--- config.mk ---
export PLATFORM = sky130hd
export DESIGN_NAME = vend_ctrl_flat
export DESIGN_NICKNAME = d
export VERILOG_FILES = /design/src/rtl/vend_ctrl_pkg.sv /design/src/rtl/vend_ctrl_if.sv /design/src/rtl/vend_ctrl_onehot_idx.sv /design/src/rtl/vend_ctrl.sv /design/src/flat_wrapper.sv
export SDC_FILE = /design/constraint.sdc
export NUM_CORES = 1
export LEC_CHECK = 0
export CAP_MARGIN = 10
export CORE_MARGIN = 2
export CORE_UTILIZATION = 25
export CTS_CLUSTER_SIZE = 24
export DETAILED_ROUTE_END_ITERATION = 8
export PLACE_DENSITY = 0.53
export SYNTH_ARGS = -nofsm -noshare
export SYNTH_HDL_FRONTEND = slang
export SYNTH_HIERARCHICAL = 1
export SYNTH_SLANG_ARGS = --single-unit
--- constraint.sdc ---
create_clock -name clk -period 6.2 [get_ports clk]
set_clock_uncertainty 0.05 [all_clocks]
set_input_delay 1.55 -clock clk [delete_from_list [all_inputs] [get_ports clk]]
set_output_delay 1.55 -clock clk [all_outputs]
set_load 0.02 [all_outputs]
--- src/rtl/vend_ctrl_pkg.sv ---
// Shared types and constants for the vending transaction controller:
// FSM states, coin codes and the item price table.
package vend_pkg;

   localparam int unsigned ITEM_W = 3;

   typedef enum logic [1:0] {IDLE, CREDIT, DISPENSE, CHANGE} state_t;

   typedef enum logic [1:0] {COIN_1, COIN_5, COIN_10, COIN_BAD} coin_t;

   function automatic logic [3:0] coin_value(input coin_t t);
      case (t)
         COIN_1:  return 4'd1;
         COIN_5:  return 4'd5;
         COIN_10: return 4'd10;
         default: return 4'd0;
      endcase
   endfunction

   function automatic logic [5:0] item_price(input logic [ITEM_W-1:0] i);
      case (i)
         3'd0:    return 6'd15;
         3'd1:    return 6'd20;
         3'd2:    return 6'd25;
         3'd3:    return 6'd30;
         3'd4:    return 6'd35;
         3'd5:    return 6'd50;
         default: return 6'd0;
      endcase
   endfunction

endpackage

--- src/rtl/vend_ctrl_if.sv ---
// Controller-side bundle: decoder select, coin events, actuator handshakes
// and status. The controller is the slave; the machine side is the master.
interface vend_ctrl_if
   import vend_pkg::*;
#(
   parameter int unsigned CREDIT_W = 8
);
   logic [5:0]          s;
   logic                coin_valid;
   logic [1:0]          coin_type;
   logic                cancel;
   logic                dispense_ack;
   logic                change_ack;
   logic [CREDIT_W-1:0] credit;
   logic                dispense_valid;
   logic [ITEM_W-1:0]   dispense_item;
   logic                change_valid;
   logic [CREDIT_W-1:0] change_amt;
   logic                coin_reject;
   logic                short_funds;
   logic                sel_err;
   logic                busy;

   modport master (
      output s, coin_valid, coin_type, cancel, dispense_ack, change_ack,
      input  credit, dispense_valid, dispense_item, change_valid, change_amt,
             coin_reject, short_funds, sel_err, busy
   );

   modport slave (
      input  s, coin_valid, coin_type, cancel, dispense_ack, change_ack,
      output credit, dispense_valid, dispense_item, change_valid, change_amt,
             coin_reject, short_funds, sel_err, busy
   );
endinterface

--- src/rtl/vend_ctrl_onehot_idx.sv ---
// Classifies the 6-bit item select as zero / one-hot and encodes the index.
module onehot_idx
   import vend_pkg::*;
(
   input  logic [5:0]        s,
   output logic              is_onehot,
   output logic              is_zero,
   output logic [ITEM_W-1:0] idx
);
   always_comb begin
      is_zero   = (s == '0);
      is_onehot = !is_zero && ((s & (s - 6'd1)) == '0);
      idx       = '0;
      for (int unsigned i = 0; i < 6; i++) begin
         if (s[i]) idx = ITEM_W'(i);
      end
   end
endmodule

--- src/rtl/vend_ctrl.sv ---
// Vending transaction controller: credit accumulation, purchase authorisation,
// dispense/change handshakes and idle-timeout refund. All outputs registered.
module vend_ctrl
   import vend_pkg::*;
#(
   parameter int unsigned CREDIT_W    = 8,
   parameter int unsigned TIMEOUT_CYC = 1000
) (
   input logic       clk,
   input logic       rst,
   vend_ctrl_if.slave bus
);
   localparam int unsigned TW = $clog2(TIMEOUT_CYC + 1);
   localparam logic [TW-1:0] TMO_LAST = TW'(TIMEOUT_CYC - 1);

   state_t              state, nxt_state;
   logic [CREDIT_W-1:0] credit_q, nxt_credit;
   logic [CREDIT_W-1:0] amt_q, nxt_amt;
   logic [ITEM_W-1:0]   item_q, nxt_item;
   logic [TW-1:0]       tmo_q, nxt_tmo;
   logic                disp_v_q, chg_v_q, busy_q;
   logic                rej_q, short_q, selerr_q;
   logic                nxt_rej, nxt_short, nxt_selerr;

   logic                sel_onehot, sel_zero;
   logic [ITEM_W-1:0]   sel_idx;
   logic [CREDIT_W-1:0] coin_val, price;
   logic [CREDIT_W:0]   sum;
   logic                coin_ok;

   onehot_idx u_sel (
      .s         (bus.s),
      .is_onehot (sel_onehot),
      .is_zero   (sel_zero),
      .idx       (sel_idx)
   );

   always_comb begin
      coin_val = CREDIT_W'(coin_value(coin_t'(bus.coin_type)));
      coin_ok  = bus.coin_valid && (coin_t'(bus.coin_type) != COIN_BAD);
      sum      = {1'b0, credit_q} + {1'b0, coin_val};
      price    = CREDIT_W'(item_price(sel_idx));
   end

   always_comb begin
      nxt_state  = state;
      nxt_credit = credit_q;
      nxt_amt    = amt_q;
      nxt_item   = item_q;
      nxt_tmo    = '0;
      nxt_rej    = 1'b0;
      nxt_short  = 1'b0;
      nxt_selerr = 1'b0;
      case (state)
         IDLE: begin
            if (coin_ok) begin
               nxt_credit = coin_val;
               nxt_state  = CREDIT;
            end else if (bus.coin_valid) begin
               nxt_rej = 1'b1;
            end
         end
         CREDIT: begin
            if (bus.cancel) begin
               nxt_state = CHANGE;
               nxt_amt   = credit_q;
               nxt_rej   = bus.coin_valid;
            end else if (sel_onehot && credit_q >= price) begin
               nxt_credit = credit_q - price;
               nxt_item   = sel_idx;
               nxt_state  = DISPENSE;
               nxt_rej    = bus.coin_valid;
            end else begin
               // A failed select does not block a coin arriving in the same cycle.
               nxt_short  = sel_onehot;
               nxt_selerr = !sel_zero && !sel_onehot;
               if (coin_ok && !sum[CREDIT_W]) nxt_credit = sum[CREDIT_W-1:0];
               else if (bus.coin_valid)       nxt_rej    = 1'b1;
               if (!bus.coin_valid && sel_zero) begin
                  if (tmo_q == TMO_LAST) begin
                     nxt_state = CHANGE;
                     nxt_amt   = credit_q;
                  end else begin
                     nxt_tmo = tmo_q + 1'b1;
                  end
               end
            end
         end
         DISPENSE: begin
            nxt_rej = bus.coin_valid;
            if (bus.dispense_ack) begin
               if (credit_q != '0) begin
                  nxt_state = CHANGE;
                  nxt_amt   = credit_q;
               end else begin
                  nxt_state = IDLE;
               end
            end
         end
         CHANGE: begin
            nxt_rej = bus.coin_valid;
            if (bus.change_ack) begin
               nxt_credit = '0;
               nxt_amt    = '0;
               nxt_state  = IDLE;
            end
         end
         default: nxt_state = IDLE;
      endcase
   end

   always_ff @(posedge clk or posedge rst) begin
      if (rst) begin
         state    <= IDLE;
         credit_q <= '0;
         amt_q    <= '0;
         item_q   <= '0;
         tmo_q    <= '0;
         disp_v_q <= 1'b0;
         chg_v_q  <= 1'b0;
         busy_q   <= 1'b0;
         rej_q    <= 1'b0;
         short_q  <= 1'b0;
         selerr_q <= 1'b0;
      end else begin
         state    <= nxt_state;
         credit_q <= nxt_credit;
         amt_q    <= nxt_amt;
         item_q   <= nxt_item;
         tmo_q    <= nxt_tmo;
         disp_v_q <= (nxt_state == DISPENSE);
         chg_v_q  <= (nxt_state == CHANGE);
         busy_q   <= (nxt_state == DISPENSE) || (nxt_state == CHANGE);
         rej_q    <= nxt_rej;
         short_q  <= nxt_short;
         selerr_q <= nxt_selerr;
      end
   end

   assign bus.credit         = credit_q;
   assign bus.dispense_valid = disp_v_q;
   assign bus.dispense_item  = item_q;
   assign bus.change_valid   = chg_v_q;
   assign bus.change_amt     = amt_q;
   assign bus.coin_reject    = rej_q;
   assign bus.short_funds    = short_q;
   assign bus.sel_err        = selerr_q;
   assign bus.busy           = busy_q;
endmodule

--- src/flat_wrapper.sv ---
// flat-port wrapper written by rule: the top's interface ports become plain ports
module vend_ctrl_flat import vend_pkg::*;
#(
   parameter int unsigned CREDIT_W    = 8,
   parameter int unsigned TIMEOUT_CYC = 1000
)
  (clk, rst, bus_s, bus_coin_valid, bus_coin_type, bus_cancel, bus_dispense_ack, bus_change_ack, bus_credit, bus_dispense_valid, bus_dispense_item, bus_change_valid, bus_change_amt, bus_coin_reject, bus_short_funds, bus_sel_err, bus_busy);
  vend_ctrl_if #(.CREDIT_W(CREDIT_W)) bus_i ();
  input logic clk;
  input logic rst;
  input wire logic [$bits(bus_i.s)-1:0] bus_s;
  input wire logic [$bits(bus_i.coin_valid)-1:0] bus_coin_valid;
  input wire logic [$bits(bus_i.coin_type)-1:0] bus_coin_type;
  input wire logic [$bits(bus_i.cancel)-1:0] bus_cancel;
  input wire logic [$bits(bus_i.dispense_ack)-1:0] bus_dispense_ack;
  input wire logic [$bits(bus_i.change_ack)-1:0] bus_change_ack;
  output wire logic [$bits(bus_i.credit)-1:0] bus_credit;
  output wire logic [$bits(bus_i.dispense_valid)-1:0] bus_dispense_valid;
  output wire logic [$bits(bus_i.dispense_item)-1:0] bus_dispense_item;
  output wire logic [$bits(bus_i.change_valid)-1:0] bus_change_valid;
  output wire logic [$bits(bus_i.change_amt)-1:0] bus_change_amt;
  output wire logic [$bits(bus_i.coin_reject)-1:0] bus_coin_reject;
  output wire logic [$bits(bus_i.short_funds)-1:0] bus_short_funds;
  output wire logic [$bits(bus_i.sel_err)-1:0] bus_sel_err;
  output wire logic [$bits(bus_i.busy)-1:0] bus_busy;
  assign bus_i.s = bus_s;
  assign bus_i.coin_valid = bus_coin_valid;
  assign bus_i.coin_type = bus_coin_type;
  assign bus_i.cancel = bus_cancel;
  assign bus_i.dispense_ack = bus_dispense_ack;
  assign bus_i.change_ack = bus_change_ack;
  assign bus_credit = bus_i.credit;
  assign bus_dispense_valid = bus_i.dispense_valid;
  assign bus_dispense_item = bus_i.dispense_item;
  assign bus_change_valid = bus_i.change_valid;
  assign bus_change_amt = bus_i.change_amt;
  assign bus_coin_reject = bus_i.coin_reject;
  assign bus_short_funds = bus_i.short_funds;
  assign bus_sel_err = bus_i.sel_err;
  assign bus_busy = bus_i.busy;
  vend_ctrl #(.CREDIT_W(CREDIT_W), .TIMEOUT_CYC(TIMEOUT_CYC)) u_core (.clk(clk), .rst(rst), .bus(bus_i));
endmodule
==> flow_metrics.tcl, run 1 <==
set metrics [dict create \
    status "complete, no violations" \
    vdd_ir_drop_max_uv 105.7 \
    rows 35 \
    fin_nets 338 \
    h-tree-depth 2 \
    finalSetupTns_ns 0 \
    route.antenna.remaining_nets 0 \
    pwr-share-comb 0.530 \
    reg2reg_slack_ns 3.24 \
    cts_setup_buffers 0 \
    finalCritPeriodShare 0.7961 \
    dp_hpwl_mm 4.600 \
    grt_usage 0.1266 \
    hold_path_depth 1 \
    vias 2047 \
    switchingPower_mw 0.5139 \
    worst_r2r_endpoint "u_core/bus.change_valid$_DFF_PP0_" \
    p_leak_nw 1.297 \
    finalSetupViolations 0 \
    endpoint "u_core/bus.credit[6]$_DFFE_PP0P_" \
    core_sq_um 9284 \
    max_cap_viol_count 0 \
    io_buffers 38 \
    switching_share 0.4373 \
    yosys-top-cells-area "dfrtp_1 37%, ha_1 5.7%, nand2_1 4.8%, nor2_1 4.7%, mux2i_1 4.2%" \
    seq_area_frac_synth 0.3748 \
    hold_path.class "reg -> reg" \
    startpoint_type "primary input" \
    synth_ff_type "dfrtp_1" \
    critPathLaunch "bus_s[4]" \
    maxSlewHeadroom 0.5212 \
    antenna_found_initial 0 \
    yosysMostFrequentCell "dfrtp_1" \
    ys_top_cells_by_count "36 x dfrtp_1, 31 x nand2_1, 30 x nor2_1" \
    synthArstFlopShare 1.000 \
    synth-seq-cells 36 \
    ctsResizeCount 0 \
    internal-power_mw 0.6612 \
    fin_cells 441 \
    cp_max_fo 12 \
    wirelength_mm 6.038 \
    rsz0062_at_grt "false" \
    syn_nets 296 \
    gp_congestion 0.7996 \
    num_io_pins 39 \
    p_per_area_nw_per_um2 389.4 \
    met3_usage 0.02394 \
    synth_top_cell_by_area "dfrtp_1" \
    drt_iter0_drc 104 \
    numCtsBuffers 5 \
    rr_startpoint "u_core/bus.credit[0]$_DFFE_PP0P_" \
    first_pass_iters 4 \
    drc 0 \
    cp.arrival_ns 5.06 \
    cp-end-kind "flop" \
    cts.reportedPaths.clkPinSlew_ns 0.07 \
    fmax_ghz 0.2026 \
    layout_min_cycle_time_ns 4.936 \
    postLayoutCoreUtil 0.3251 \
    dpl.cell_count 433 \
    tightest_slew_ns 0.7121 \
    yosys_warnings 6 \
    clockBufferDepth 2 \
    grt_use_met1 0.1864 \
    synthCells 269 \
    grt_first_pass_wirelength_mm 10.41 \
    critPathKind "in -> reg" \
    hold_viol 0 \
    overflow 0 \
    seqPwrFrac 0.329 \
    start_util 0.2589 \
    cts_hold_buffers 0 \
    yosysTopAreaCellShare 0.3748 \
    insertion_delay_ns 0.29 \
    grt_busiest_layer "met2" \
    diodes 0 \
    rr_worst_depth 10 \
    die_area_sq_um 10410 \
    root_buffer "clkbuf_8" \
    area_delta_synth_final_pct 25.56 \
    drive_above_1_share 0.06410 \
    grt_pass1_vias 2044 \
    fp.dieW_microns 102.1 \
    cts_sinks 36 \
    cp.required_ns 6.33 \
    pwr-share-clk 0.141 \
    synth_edf_count 0 \
    fp.dieH_microns 102.1 \
    tritoncts "done" \
    drv_slew 0 \
    vias_per_cell 4.642 \
    ys_types 48 \
    grt_max_degree 37 \
    use_met2 0.1928 \
    wl_per_cell_microns 13.69 \
    synth_area_per_cell_sq_um 8.935 \
    synth_area_sq_um 2404 \
]
-- registers in the layout, summed over array words and instances, names as in the netlist --
register                   cells
u_core/bus.change_valid        1
u_core/bus.coin_reject         1
u_core/bus.sel_err             1
u_core/bus.dispense_valid      1
u_core/state                   1
u_core/bus.short_funds         1
u_core/bus.credit              8
u_core/bus.busy                1
u_core/bus.dispense_item       3
u_core/bus.change_amt          8
u_core/tmo_q                  10
-- cell type report --
class	instances	area (sq um)
fillers	1019	6266
clock inverters	3	18.77
multi-input cells	211	1413
flip-flops and latches	36	900.9
repair buffers	39	387.9
clock buffers	5	68.82
well taps	129	161.4
inverters	18	67.56
-- power by group through the flow --
stage          registers, mW  logic [mW]  clock network, mW
4_1_cts                0.389       0.626              0.174
6_report               0.386       0.623              0.166
3_5_place_dp           0.393       0.624                  0
2_1_floorplan          0.422       0.359                  0
3_3_place_gp           0.393       0.622                  0
5_1_grt                0.399       0.692              0.183
-- layer usage --
layer | share of wire | vias to the layer above
li1 | - | 1039
met1 | 0.52 | 972
met2 | 0.44 | 31
met3 | 0.032 | 5
met4 | 0.0089 | 0
met5 | 0 | -
-- critical path: stages --
cell and delay (ns):
clkdlybuf4s50_1 0.50, or2_2 0.38, nor2_1 0.26, inv_1 0.14, xnor2_1 0.30, fa_1 0.26, a21oi_1 0.12, a21oi_1 0.31
o21a_1 0.52, mux2_2 0.40, nor2b_1 0.13, a22o_1 0.20
-- stage by stage --
| step | hold WS [ns] | setup WS, ns | cell area [sq um] | power [mW] |
|---|---|---|---|---|
| after floorplan | 0.3751 | 1.879 | 2404 | 0.7818 |
| after global placement | 0.3934 | 1.095 | 2930 | 1.014 |
| after detailed placement | 0.4022 | 1.004 | 2930 | 1.017 |
| after CTS | 0.4127 | 1.298 | 3018 | 1.189 |
| after global routing | 0.4511 | 0.9179 | 3018 | 1.275 |
| final | 0.4108 | 1.264 | 3018 | 1.175 |
-- cells by family (layout without fill, tap and decap cells) --
logic type / count (synthesis) / count (layout) / share of synthesized area
flip-flops: 36 / 36 / 0.3748
adder cells (fa/ha/maj): 13 / 13 / 0.07392
AO/OA/AOI/OAI: 67 / 67 / 0.1952
AND/OR/NAND/NOR: 103 / 103 / 0.2072
buffers and inverters: 22 / 65 / 0.03748
XOR/XNOR: 14 / 14 / 0.05101
multiplexers: 14 / 14 / 0.06039
-- cells in the final DEF (no fill, tap or decap), types with 2 or more instances in the layout --
cell type	n
clkdlybuf4s50_1	38
dfrtp_1	36
nand2_1	31
nor2_1	30
o21ai_0	19
inv_1	18
a21oi_1	15
ha_1	11
mux2i_1	10
xnor2_1	10
nand3_1	7
and3_1	7
nor2b_1	7
clkbuf_8	5
nor4_1	5
a21o_1	4
mux2_2	4
xor2_1	4
nor3b_1	3
o21a_1	3
o31a_1	3
a22o_1	3
nor3_1	3
clkinv_2	2
nand4_1	2
a21boi_0	2
a211oi_1	2
and2_1	2
o21bai_1	2
o311a_2	2
o31ai_1	2
fa_1	2
-- worst min path at each step --
stage / start / end / slack [ns]
finish: u_core/tmo_q[0]$_DFF_PP0_ / u_core/tmo_q[0]$_DFF_PP0_ / 0.41
global route: u_core/tmo_q[0]$_DFF_PP0_ / u_core/tmo_q[0]$_DFF_PP0_ / 0.45
CTS: u_core/tmo_q[0]$_DFF_PP0_ / u_core/tmo_q[0]$_DFF_PP0_ / 0.41
detailed placement: u_core/tmo_q[0]$_DFF_PP0_ / u_core/tmo_q[0]$_DFF_PP0_ / 0.40
global placement: u_core/tmo_q[0]$_DFF_PP0_ / u_core/tmo_q[0]$_DFF_PP0_ / 0.39
floorplan: u_core/tmo_q[0]$_DFF_PP0_ / u_core/tmo_q[0]$_DFF_PP0_ / 0.38
No activity file was read; power rests on OpenSTA's default activity.
==> inputs of run 2 (changes only) <==
Settings changed: PLACE_DENSITY 0.53 to 0.55.
Clock period 6.2 ns to 4.1 ns, I/O delays scaled along.
==> run 2 against run 1 <==
Effect of this change: non-clock buffer count increased by 38; sequential share of layout area decreased by 2.9 points; die area unchanged; global-route usage increased by 0.88 points; total power increased by 64%; wire length increased by 8.0%; sequential cell count unchanged; critical path depth increased by 2; count of clock-buffer cells in the layout unchanged; final area increased by 11%; highest routed layer unchanged.
==> flow_metrics.tcl, run 2 (synthesized netlist as in run 1, its figures left out) <==
set metrics [dict create \
    cp.required_ns 4.21 \
    regMostFlops "u_core/tmo_q" \
    num_io_pins 39 \
    cp-end-kind "flop" \
    dp_slack_ns -0.1815 \
    pwr-share-clk 0.132 \
    hold_path_depth 1 \
    multi_input_area_sq_um 1455 \
    numCtsBuffers 5 \
    finalCritPeriodShare 0.9602 \
    critPathKind "in -> reg" \
    cp_max_fo 8 \
    grt_first_pass_wirelength_mm 11.16 \
    hold_ws_ns 0.4045 \
    maxSlewHeadroom 0.6811 \
    rr_startpoint "u_core/bus.credit[4]$_DFFE_PP0P_" \
    first_pass_iters 4 \
    antenna_found_initial 0 \
    fin_nets 376 \
    vias 2246 \
    min_to "u_core/tmo_q[0]$_DFF_PP0_" \
    layout_setup_ws_ns 0.1633 \
    fmax_ghz 0.2540 \
    tritoncts "done" \
    seqPwrFrac 0.305 \
    internal-power_mw 1.103 \
    hold_start "u_core/tmo_q[0]$_DFF_PP0_" \
    tightest_slew_ns 0.4784 \
    rows 35 \
    status "complete, no violations" \
    switching_share 0.4268 \
    max_stage_delay_ns 0.44 \
    rr_worst_depth 9 \
    cts_sinks 36 \
    drt_iter0_drc 98 \
    drv_slew 0 \
    switchingPower_mw 0.8211 \
    hold_path.class "reg -> reg" \
    grt_usage 0.1355 \
    seqCellArea_sq_um 900.9 \
    critical_path.top_delay_family "compound AO/OA/AOI/OAI gates" \
    fp.dieH_microns 102.1 \
    final_cell_mix "39 x buf_4, 38 x clkdlybuf4s50_1, 36 x dfrtp_1" \
    worst-path-buf-inv 4 \
    cp.arrival_ns 4.04 \
    startpoint_type "primary input" \
    reg2reg_slack_ns 1.38 \
    die_area_sq_um 10410 \
    p_leak_nw 1.502 \
    dp_hpwl_mm 4.995 \
    wirelength_mm 6.519 \
    cts_hold_buffers 0 \
    crit_chain "clkdlybuf4s50_1 > or2_2 > buf_4 > nand2_1 > o21ai_1 > ha_1 > a21o_1 > a2111o_1 > buf_4 > o21ai_2 > buf_4 > a21o_1 > o221ai_4 > mux2i_1" \
    core_sq_um 9284 \
    cts.reportedPaths.clkPinSlew_ns 0.07 \
    area_delta_synth_final_pct 39.20 \
    finalSetupViolations 0 \
    postLayoutCoreUtil 0.3604 \
    grt_max_degree 37 \
    start_util 0.2589 \
    worst_path_most_repeated_cell "buf_4" \
    grt_pass1_vias 2240 \
    hold_viol 0 \
    cp_slowest_cell "a2111o_1" \
    wl_per_cell_microns 13.61 \
    drive_above_1_share 0.1914 \
    fp.dieW_microns 102.1 \
    rsz0062_at_grt "false" \
    drc 0 \
    insertion_delay_ns 0.29 \
    h-tree-depth 2 \
    total_power_mw 1.924 \
    final_area_sq_um 3346 \
    vias_per_cell 4.689 \
    worst_r2r_endpoint "u_core/bus.change_amt[5]$_DFFE_PP0P_" \
    max_cap_viol_count 0 \
    clockBufferDepth 2 \
    largest_register_ffs 10 \
    route.antenna.remaining_nets 0 \
    post_dp_cell_area_sq_um 3208 \
    overflow 0 \
    pwr-share-comb 0.563 \
    layout_commonest_cell "buf_4" \
    layout_min_cycle_time_ns 3.937 \
    diodes 0 \
    fillers 998 \
    root_buffer "clkbuf_8" \
    p_per_area_nw_per_um2 575.0 \
    io_buffers 38 \
    vdd_ir_drop_max_uv 167.1 \
    gp_congestion 0.8791 \
]
==> run 2: layout make-up <==
class	instances	share of cell area
Inverter	18	0.02019
Sequential cell	36	0.2693
Multi-Input combinational cell	211	0.4349
Timing Repair Buffer	77	0.2012
Clock inverter	3	0.005610
Clock buffer	5	0.02057
Tap cell	129	0.04824
==> run 2: power by group through the flow <==
| stage | clock, mW | sequential, mW | combinational (mW) |
|---|---|---|---|
| CTS | 0.263 | 0.586 | 1.07 |
| floorplan | 0 | 0.639 | 0.544 |
| detailed placement | 0 | 0.593 | 1.06 |
| finish | 0.254 | 0.586 | 1.08 |
| global placement | 0 | 0.595 | 1.05 |
| global route | 0.283 | 0.606 | 1.19 |
==> run 2: metal layers <==
layer / vias to the layer above / global-route usage / part of all wire
li1: 1114 / - / -
met1: 1082 / 0.1914 / 0.50
met2: 44 / 0.2186 / 0.46
met3: 6 / 0.02052 / 0.026
met4: 0 / 0.03282 / 0.011
met5: - / 0 / 0
==> run 2: worst max-delay path by stage <==
stage	start	endpoint	slack [ns]	cells past startpoint
floorplan	bus_s[5]	u_core/bus.credit[1]$_DFFE_PP0P_	0.30	10
CTS	bus_s[1]	u_core/tmo_q[1]$_DFF_PP0_	0.07	13
detailed placement	bus_s[5]	u_core/tmo_q[5]$_DFF_PP0_	-0.18	12
finish	bus_s[5]	u_core/bus.change_amt[5]$_DFFE_PP0P_	0.16	14
global route	bus_s[5]	u_core/bus.change_amt[1]$_DFFE_PP0P_	0.009	14
global placement	bus_s[5]	u_core/bus.change_valid$_DFF_PP0_	-0.15	11
==> run 2: what timing repair did <==
item,CTS,global route
buffers inserted,0,1
gates resized for setup,0,13
endpoints found under the setup margin,0,31
endpoints found under the hold margin,0,0
==> run 2: stage by stage <==
stage               setup TNS [ns]  cells
floorplan                        0    269
CTS                              0    478
global placement            -3.047    470
finish                           0    479
global route                     0    479
detailed placement          -3.820    470
==> inputs of run 3 (changes only) <==
Settings changed: TNS_END_PERCENT set to 30.
==> run 3 against run 2 <==
Effect of this change: worst hold slack barely moved; register-to-register slack about the same; count of clock-buffer cells in the layout did not move; maximum frequency down 1.1%; highest routed layer unchanged; critical endpoint unchanged; global-route usage did not move; critical path depth did not move; critical path type unchanged; final cell count down 0.21%; largest cell class unchanged; via count down 0.31%; sequential share of layout area up 0.14 points; sequential power about the same.
==> flow_metrics.tcl, run 3 (synthesized netlist as in run 1, its figures left out) <==
set metrics [dict create \
    cp-end-kind "flop" \
    grt_busiest_layer "met2" \
    wl_per_cell_microns 13.56 \
    fillers 998 \
    drc 0 \
    route.antenna.remaining_nets 0 \
    rsz0062_at_grt "true" \
    cts_setup_buffers 0 \
    root_buffer "clkbuf_8" \
    grt_first_pass_wirelength_mm 11.16 \
    hold_start "u_core/tmo_q[0]$_DFF_PP0_" \
    seqCellArea_sq_um 900.9 \
    cp_max_fo 8 \
    grt_use_met1 0.1914 \
    gp_congestion 0.8791 \
    layout_min_cycle_time_ns 3.979 \
    cts.reportedPaths.clkPinSlew_ns 0.07 \
    startpoint_type "primary input" \
    drt_iter0_drc 95 \
    drv_slew 0 \
    vias_per_cell 4.684 \
    p_leak_nw 1.496 \
    critPathKind "in -> reg" \
    clockBufferDepth 2 \
    cp.arrival_ns 4.09 \
    cts_sinks 36 \
    tightest_slew_ns 0.4787 \
    rr_startpoint "u_core/bus.credit[4]$_DFFE_PP0P_" \
    layout_setup_ws_ns 0.1207 \
    overflow 0 \
    hold_viol 0 \
    fp.dieW_microns 102.1 \
    num_io_pins 39 \
    core_sq_um 9284 \
    wirelength_mm 6.484 \
    met3_usage 0.02052 \
    cp.required_ns 4.21 \
    hold_path.class "reg -> reg" \
    insertion_delay_ns 0.29 \
    antenna_found_initial 0 \
    critPathLaunch "bus_s[5]" \
    fin_nets 375 \
    fmax_ghz 0.2513 \
    status "complete, no violations" \
    tritoncts "done" \
    postLayoutCoreUtil 0.3585 \
    drive_above_1_share 0.1834 \
    grt_pass1_vias 2240 \
    io_buffers 38 \
    use_met2 0.2186 \
    grt_max_degree 37 \
    p_per_area_nw_per_um2 575.3 \
    rows 35 \
    grt_usage 0.1355 \
    max_cap_viol_count 0 \
    die_area_sq_um 10410 \
    finalSetupViolations 0 \
    first_pass_iters 4 \
    dp_slack_ns -0.1815 \
    area_delta_synth_final_pct 38.47 \
    regMostFlops "u_core/tmo_q" \
    ctsResizeCount 0 \
    dp_hpwl_mm 4.995 \
    h-tree-depth 2 \
    numCtsBuffers 5 \
    start_util 0.2589 \
    diodes 0 \
    cts_hold_buffers 0 \
    final_cell_mix "38 x clkdlybuf4s50_1, 38 x buf_4, 36 x dfrtp_1" \
    vias 2239 \
    largest_register_ffs 10 \
    total_power_mw 1.915 \
    maxSlewHeadroom 0.6809 \
    multi_input_area_sq_um 1445 \
    finalCritPeriodShare 0.9706 \
    vdd_ir_drop_max_uv 168.1 \
    fp.dieH_microns 102.1 \
]
-- run 3: per-stage QoR --
stage / TNS, ns / cells / hold slack (ns) / instance area (sq um)
CTS: 0 / 478 / 0.4056 / 3296
floorplan: 0 / 269 / 0.3751 / 2404
global route: -0.4011 / 478 / 0.4180 / 3328
detailed placement: -3.820 / 470 / 0.3957 / 3208
finish: 0 / 478 / 0.4045 / 3328
global placement: -3.047 / 470 / 0.3917 / 3208
-- run 3: final cells by class --
class,count,share of cell area
well taps,129,0.04850
clock inverters,3,0.005639
multi-input cells,211,0.4342
inverters,18,0.02030
flip-flops and latches,36,0.2707
clock buffers,5,0.02068
repair buffers,76,0.2000
-- run 3: worst paths after layout --
check                                                        to  slack, ns  cells past startpoint
setup / recovery           u_core/bus.change_amt[5]$_DFFE_PP0P_       0.12                     14
hold / removal                        u_core/tmo_q[0]$_DFF_PP0_       0.40                      1
setup reg to reg           u_core/bus.change_amt[5]$_DFFE_PP0P_       1.37                      9
hold reg to reg                       u_core/tmo_q[0]$_DFF_PP0_       0.40                      1
max in group asynchronous      u_core/bus.credit[7]$_DFFE_PP0P_       2.57                      3
min in group asynchronous             u_core/tmo_q[3]$_DFF_PP0_       1.09                      3
-- run 3: worst max-delay path, stage by stage --
cell             delay [ns]
clkdlybuf4s50_1        0.41
or2_2                  0.32
buf_4                  0.16
nand2_1                0.05
o21ai_0                0.13
ha_1                   0.36
a21o_1                 0.20
a2111o_1               0.44
buf_4                  0.15
o21ai_2                0.11
buf_4                  0.17
a21o_1                 0.16
o221ai_4               0.20
mux2i_1                0.18
-- run 3: metal layers --
layer	part of all wire	routed length (microns)
met1	0.50	3258
met2	0.46	2991
met3	0.025	162
met4	0.011	71
met5	0	0
-- run 3: where the power goes --
group          internal, mW  switching, mW  leakage, nW  total, mW
clock network         0.118          0.136       0.0479      0.254
logic                 0.529          0.546        0.971       1.07
registers             0.448          0.138        0.476      0.586
==> edit 1 (settings of run 3) <==
Make the reset (`rst`) synchronous in one clocked block.
--- a/src/rtl/vend_ctrl.sv
+++ b/src/rtl/vend_ctrl.sv
@@ -110,5 +110,5 @@
    end
 
-   always_ff @(posedge clk or posedge rst) begin
+   always_ff @(posedge clk) begin
       if (rst) begin
          state    <= IDLE;
Function: differs if rst is asserted again (counterexample within 4 cycles, from zero or initial values and one cycle with rst high); with rst held inactive, the same outputs for 4 cycles.
==> edit 1 against run 3 <==
Design area is 0.38% higher. Maximum frequency is 1.3% higher. Sequential cell count stayed put. Utilization is 1.5 points lower. Via count is 5.1% higher. Worst setup slack better by 0.050 ns. Critical path depth is 1 lower. Sequential power is 24% lower. Routed wire length is 3.7% higher. Area after synthesis is 3.5% higher. Cell count is 3.8% higher. Power is 22% lower. Critical path type unchanged. Critical endpoint is now u_core/bus.credit[7].
==> edit 1: results (changes against run 3) <==
metric,value,unit,change
distinct cell type count after synthesis,61,,+27%
HP Class,reg2reg,,
number of global-route vias before repair,2360,,+5.4%
Setup WS pre-CTS,-0.229,ns,-0.0473 ns
Worst-Margin Slew,0.549,ns,+0.0706 ns
VDD IR max,0.131,mV,-22%
status,finished clean,,
R2R depth,11,,+2
register cell area after layout,721,um^2,-20%
largest cells by area after synthesis,"dfxtp_1 (29%), ha_1 (8.0%), a21oi_1 (5.0%)",,
Compound-Gate Fraction of Synth Area,25.1,%,+5.6 points
Routability Congestion,0.837,,-4.8%
Pint,0.881,mW,-20%
Post-Synth XOR/XNOR Area,4.93,%,-0.17 points
hold bufs inserted after CTS,0,,unchanged
initial drt markers,84,,-12%
final hold slack,0.405,ns,+0.000171 ns
nets,394,,+5.1%
DR vias,2354,,+5.1%
Worst Hold End,u_core/bus.dispense_item[2],,
CP endpoint,u_core/bus.credit[7],,
Root Buffer Master,clkbuf_8,,
Critical Path AT,4.07,ns,-0.02 ns
beginning of the worst hold path,u_core/bus.dispense_item[2],,
met3 capacity usage during global routing,1.95,%,-0.10 points
Post-synth top flop,dfxtp_1,,
placed cell areas,0.00323,mm^2,+0.74%
met1 Usage GRT,16.8,%,-2.4 points
hpwl dp,5.38,mm,+7.8%
top post-synthesis cells by count,"dfxtp_1 (36), a21oi_1 (25), nor2_1 (22), nand2_1 (17)",,
first-pass GRT wire length,11.2,mm,+0.30%
final WL,6.72,mm,+3.7%
worst-skew pair later-pin latency,0.29,ns,about the same
R2R Path Start,u_core/bus.credit[0],,
Worst Hold Path Cells,2,,+1
final period utilization,95.8,%,-1.2 points
CP max stage cell,clkdlybuf4s50_1,,
Cells after DPL,488,,+3.8%
Filler cells,1019,,+2.1%
drt wl/cell,13.6,um,about the same
Pleak,1.23,nW,-18%
register area share after synthesis,29.0,%,-8.5 points
post-synthesis cell count,293,,+8.9%
first drt pass iteration count,4,,unchanged
Post-Syn Nets,325,,+9.8%
GR Util All Layers,12.5,%,-1.1 points
CTS Buffer Depth,2,,unchanged
"slowest stage delay, CP",0.41,ns,-0.03 ns
met2 Use GR,20.5,%,-1.4 points
fraction of layout cells with a size suffix above 1,18.5,%,+0.12 points
adder-cell area share of the yosys netlist,9.65,%,+2.3 points
mux contribution to synthesized area,2.16,%,-3.9 points
edit 1: cell types whose count changed after synthesis, sizes merged, moves of 5 or more:
cell,change
dfrtp,-36
dfxtp,+36
mux2i,-8
nand2,-14
nand4b,+6
a21oi,+11
ha,+5
edit 1: power by group through the flow:
stage	sequential (mW)	clock [mW]	combinational, mW
4_1_cts	0.447	0.268	0.769
6_report	0.448	0.257	0.783
5_1_grt	0.454	0.279	0.853
2_1_floorplan	0.488	0	0.464
3_3_place_gp	0.456	0	0.758
3_5_place_dp	0.456	0	0.766
edit 1: layer usage:
layer | vias to the layer above | share of wire, %
met5 | - | 0
met4 | 0 | 1.5
met3 | 11 | 3.1
met2 | 44 | 46
met1 | 1088 | 50
li1 | 1211 | -
edit 1: cell type report:
cell class,count,area share [%]
Clock buffer,6,2.47
Clock inverter,2,0.300
Inverter,16,1.80
Multi-Input combinational cell,233,50.3
Sequential cell,36,21.6
Tap cell,133,4.98
Timing Repair Buffer,70,18.6
==> edit 2 (settings of run 3) <==
Without the edit above. `CREDIT_W` is set to 8 in 3 places; all go to 12.
--- a/src/rtl/vend_ctrl_if.sv
+++ b/src/rtl/vend_ctrl_if.sv
@@ -4,5 +4,5 @@
    import vend_pkg::*;
 #(
-   parameter int unsigned CREDIT_W = 8
+   parameter int unsigned CREDIT_W = 12
 );
    logic [5:0]          s;
--- a/src/rtl/vend_ctrl.sv
+++ b/src/rtl/vend_ctrl.sv
@@ -4,5 +4,5 @@
    import vend_pkg::*;
 #(
-   parameter int unsigned CREDIT_W    = 8,
+   parameter int unsigned CREDIT_W    = 12,
    parameter int unsigned TIMEOUT_CYC = 1000
 ) (
--- a/src/flat_wrapper.sv
+++ b/src/flat_wrapper.sv
@@ -2,5 +2,5 @@
 module vend_ctrl_flat import vend_pkg::*;
 #(
-   parameter int unsigned CREDIT_W    = 8,
+   parameter int unsigned CREDIT_W    = 12,
    parameter int unsigned TIMEOUT_CYC = 1000
 )
Ports: changed (resized bus_change_amt and bus_credit); port bits go from 39 to 47. No check against the original RTL was run, so the function may have changed too.
==> edit 2 against run 3 <==
Sequential power rose by 11%. Count of clock-buffer cells in the layout did not move. Worst setup slack improved by 0.021 ns. Die area rose by 22%. Power rose by 19%. Synthesized cell count rose by 23%. Register-to-register slack barely moved. Routed wire length rose by 22%. Design area rose by 21%. Area after synthesis rose by 23%. Sequential cell count rose by 9. Critical path type unchanged. Critical endpoint is now u_core/bus.credit[8]. Largest cell class unchanged. Highest routed layer unchanged.
==> edit 2: results (changes against run 3) <==
metric,value,unit,change
Pleak,1.71,nW,+15%
final cell count without fillers,554,,+16%
reg-to-reg endpoint,u_core/bus.credit[8],,
Post-Syn Nets,358,,+21%
R2R depth,10,,+1
WL met3,305,um,+88%
Root Buffer Master,clkbuf_16,,
distinct cell type count after synthesis,58,,+21%
Worst Hold End,u_core/bus.dispense_item[1],,
register area share after synthesis,38.0,%,+0.56 points
beginning of the worst hold path,u_core/bus.dispense_item[1],,
top post-synthesis cells by count,"dfrtp_1 (45), nand2_1 (33), inv_1 (29), nor2_1 (28), a21oi_1 (20)",,
first-pass GRT wire length,13.4,mm,+20%
Worst Hold Path Cells,2,,+1
port buffer count,46,,+21%
largest cells by area after synthesis,"dfrtp_1 (38%), mux2i_1 (5.4%), ha_1 (4.6%)",,
vias per inst,4.84,,+3.3%
nets,437,,+17%
post-synthesis cell count,331,,+23%
Worst Setup SP,bus_s[1],,
R2R Path Start,u_core/bus.credit[0],,
met2 wire length,3.49,mm,+17%
Routability Congestion,0.884,,+0.50%
M1 WL,4.02,mm,+23%
HP Class,reg2reg,,
Post-CTS Setup Repair Bufs,0,,unchanged
crit-path max FO,4,,-4
Reg2Reg Setup Slack,1.37,ns,about the same
fraction of layout cells with a size suffix above 1,17.8,%,-0.58 points
number of global-route vias before repair,2714,,+21%
top sig layer,met4,,
CP max stage cell,or4_1,,
VDD IR max,0.267,mV,+59%
initial drt markers,129,,+36%
Worst-Margin Slew,0.986,ns,+0.508 ns
status,finished clean,,
"slowest stage delay, CP",0.50,ns,+0.06 ns
largest net degree at the start of global routing,46,,+24%
GR Util All Layers,12.9,%,-0.62 points
hpwl dp,5.90,mm,+18%
drt wl/cell,14.2,um,+5.0%
synth warn,6,,unchanged
Critical Path AT,4.08,ns,about the same
## edit 2: changes by cell type in the layout (fill, tap and decap cells not counted), sizes merged, moves of 3 or more
cell / run 3 / this run
a21oi: 15 / 21
and3: 7 / 4
a31oi: 0 / 3
dfrtp: 36 / 45
nand3: 7 / 13
nor3: 3 / 9
o21ai: 21 / 12
mux2i: 10 / 16
inv: 18 / 30
o22ai: 1 / 4
clkdlybuf4s50: 38 / 46
a21o: 4 / 7
## edit 2: critical path: cells and delay by family
kind	cells	cell delay [ns]
AO/OA/AOI/OAI	5	0.94
buffers and inverters	3	0.73
XOR/XNOR	1	0.11
adder cells (fa/ha/maj)	1	0.40
AND/OR/NAND/NOR	4	0.86
## edit 2: how the worst max path moves through the flow
stage                                      end  slack (ns)  cells past startpoint
final                     u_core/bus.credit[8]        0.14                     14
after global routing      u_core/bus.credit[8]     0.00004                     14
after CTS                 u_core/bus.credit[8]        0.03                     13
after detailed placement  u_core/bus.credit[8]       -0.34                     15
after global placement    u_core/bus.credit[8]       -0.26                     15
after floorplan           u_core/bus.credit[8]        0.30                     11
## edit 2: cell families after synthesis
kind of cell / share of synthesized area [%]
buffers and inverters: 5.75
XOR/XNOR: 3.85
AND/OR/NAND/NOR: 21.0
multiplexers: 6.55
adder cells (fa/ha/maj): 6.00
flip-flops: 38.0
AO/OA/AOI/OAI: 18.8
## edit 2: routing by layer
metal / up-vias / GRT usage [%]
met5: - / 0
met4: 0 / 3.33
met3: 6 / 2.20
met2: 57 / 19.2
met1: 1279 / 19.5
li1: 1338 / -
## edit 2: metrics by stage
step / hold slack [ns] / utilization, % / cell area, um^2 / worst slack [ns] / setup TNS (ns)
after floorplan: 0.405 / - / 2960 / 0.300 / 0
after detailed placement: 0.421 / 33.3 / 3820 / -0.344 / -8.50
after CTS: 0.435 / 34.8 / 3990 / 0.0275 / 0
after global placement: 0.421 / 33.3 / 3820 / -0.263 / -5.44
after global routing: 0.462 / 35.2 / 4040 / 0.0000404 / 0
final: 0.429 / 35.2 / 4040 / 0.141 / 0
## edit 2: cell type report
class	count	area (um^2)
fill	1176	7430
multi-input combinational	247	1740
sequential	45	1130
timing repair buffer	82	743
clock inverter	3	21.3
inverter	29	109
clock buffer	5	125
tap	143	179
## edit 2: timing repair
action | in CTS | in global routing
resized for setup | 4 | 12
cloned | 0 | 0
endpoints found under the setup margin | 6 | 37
pin swaps | 0 | 3
hold endpoints to repair | 0 | 0
## edit 2: power by group
group          switching [mW]  internal, mW
Combinational           0.639         0.577
Sequential              0.115         0.535
Clock                   0.188         0.227
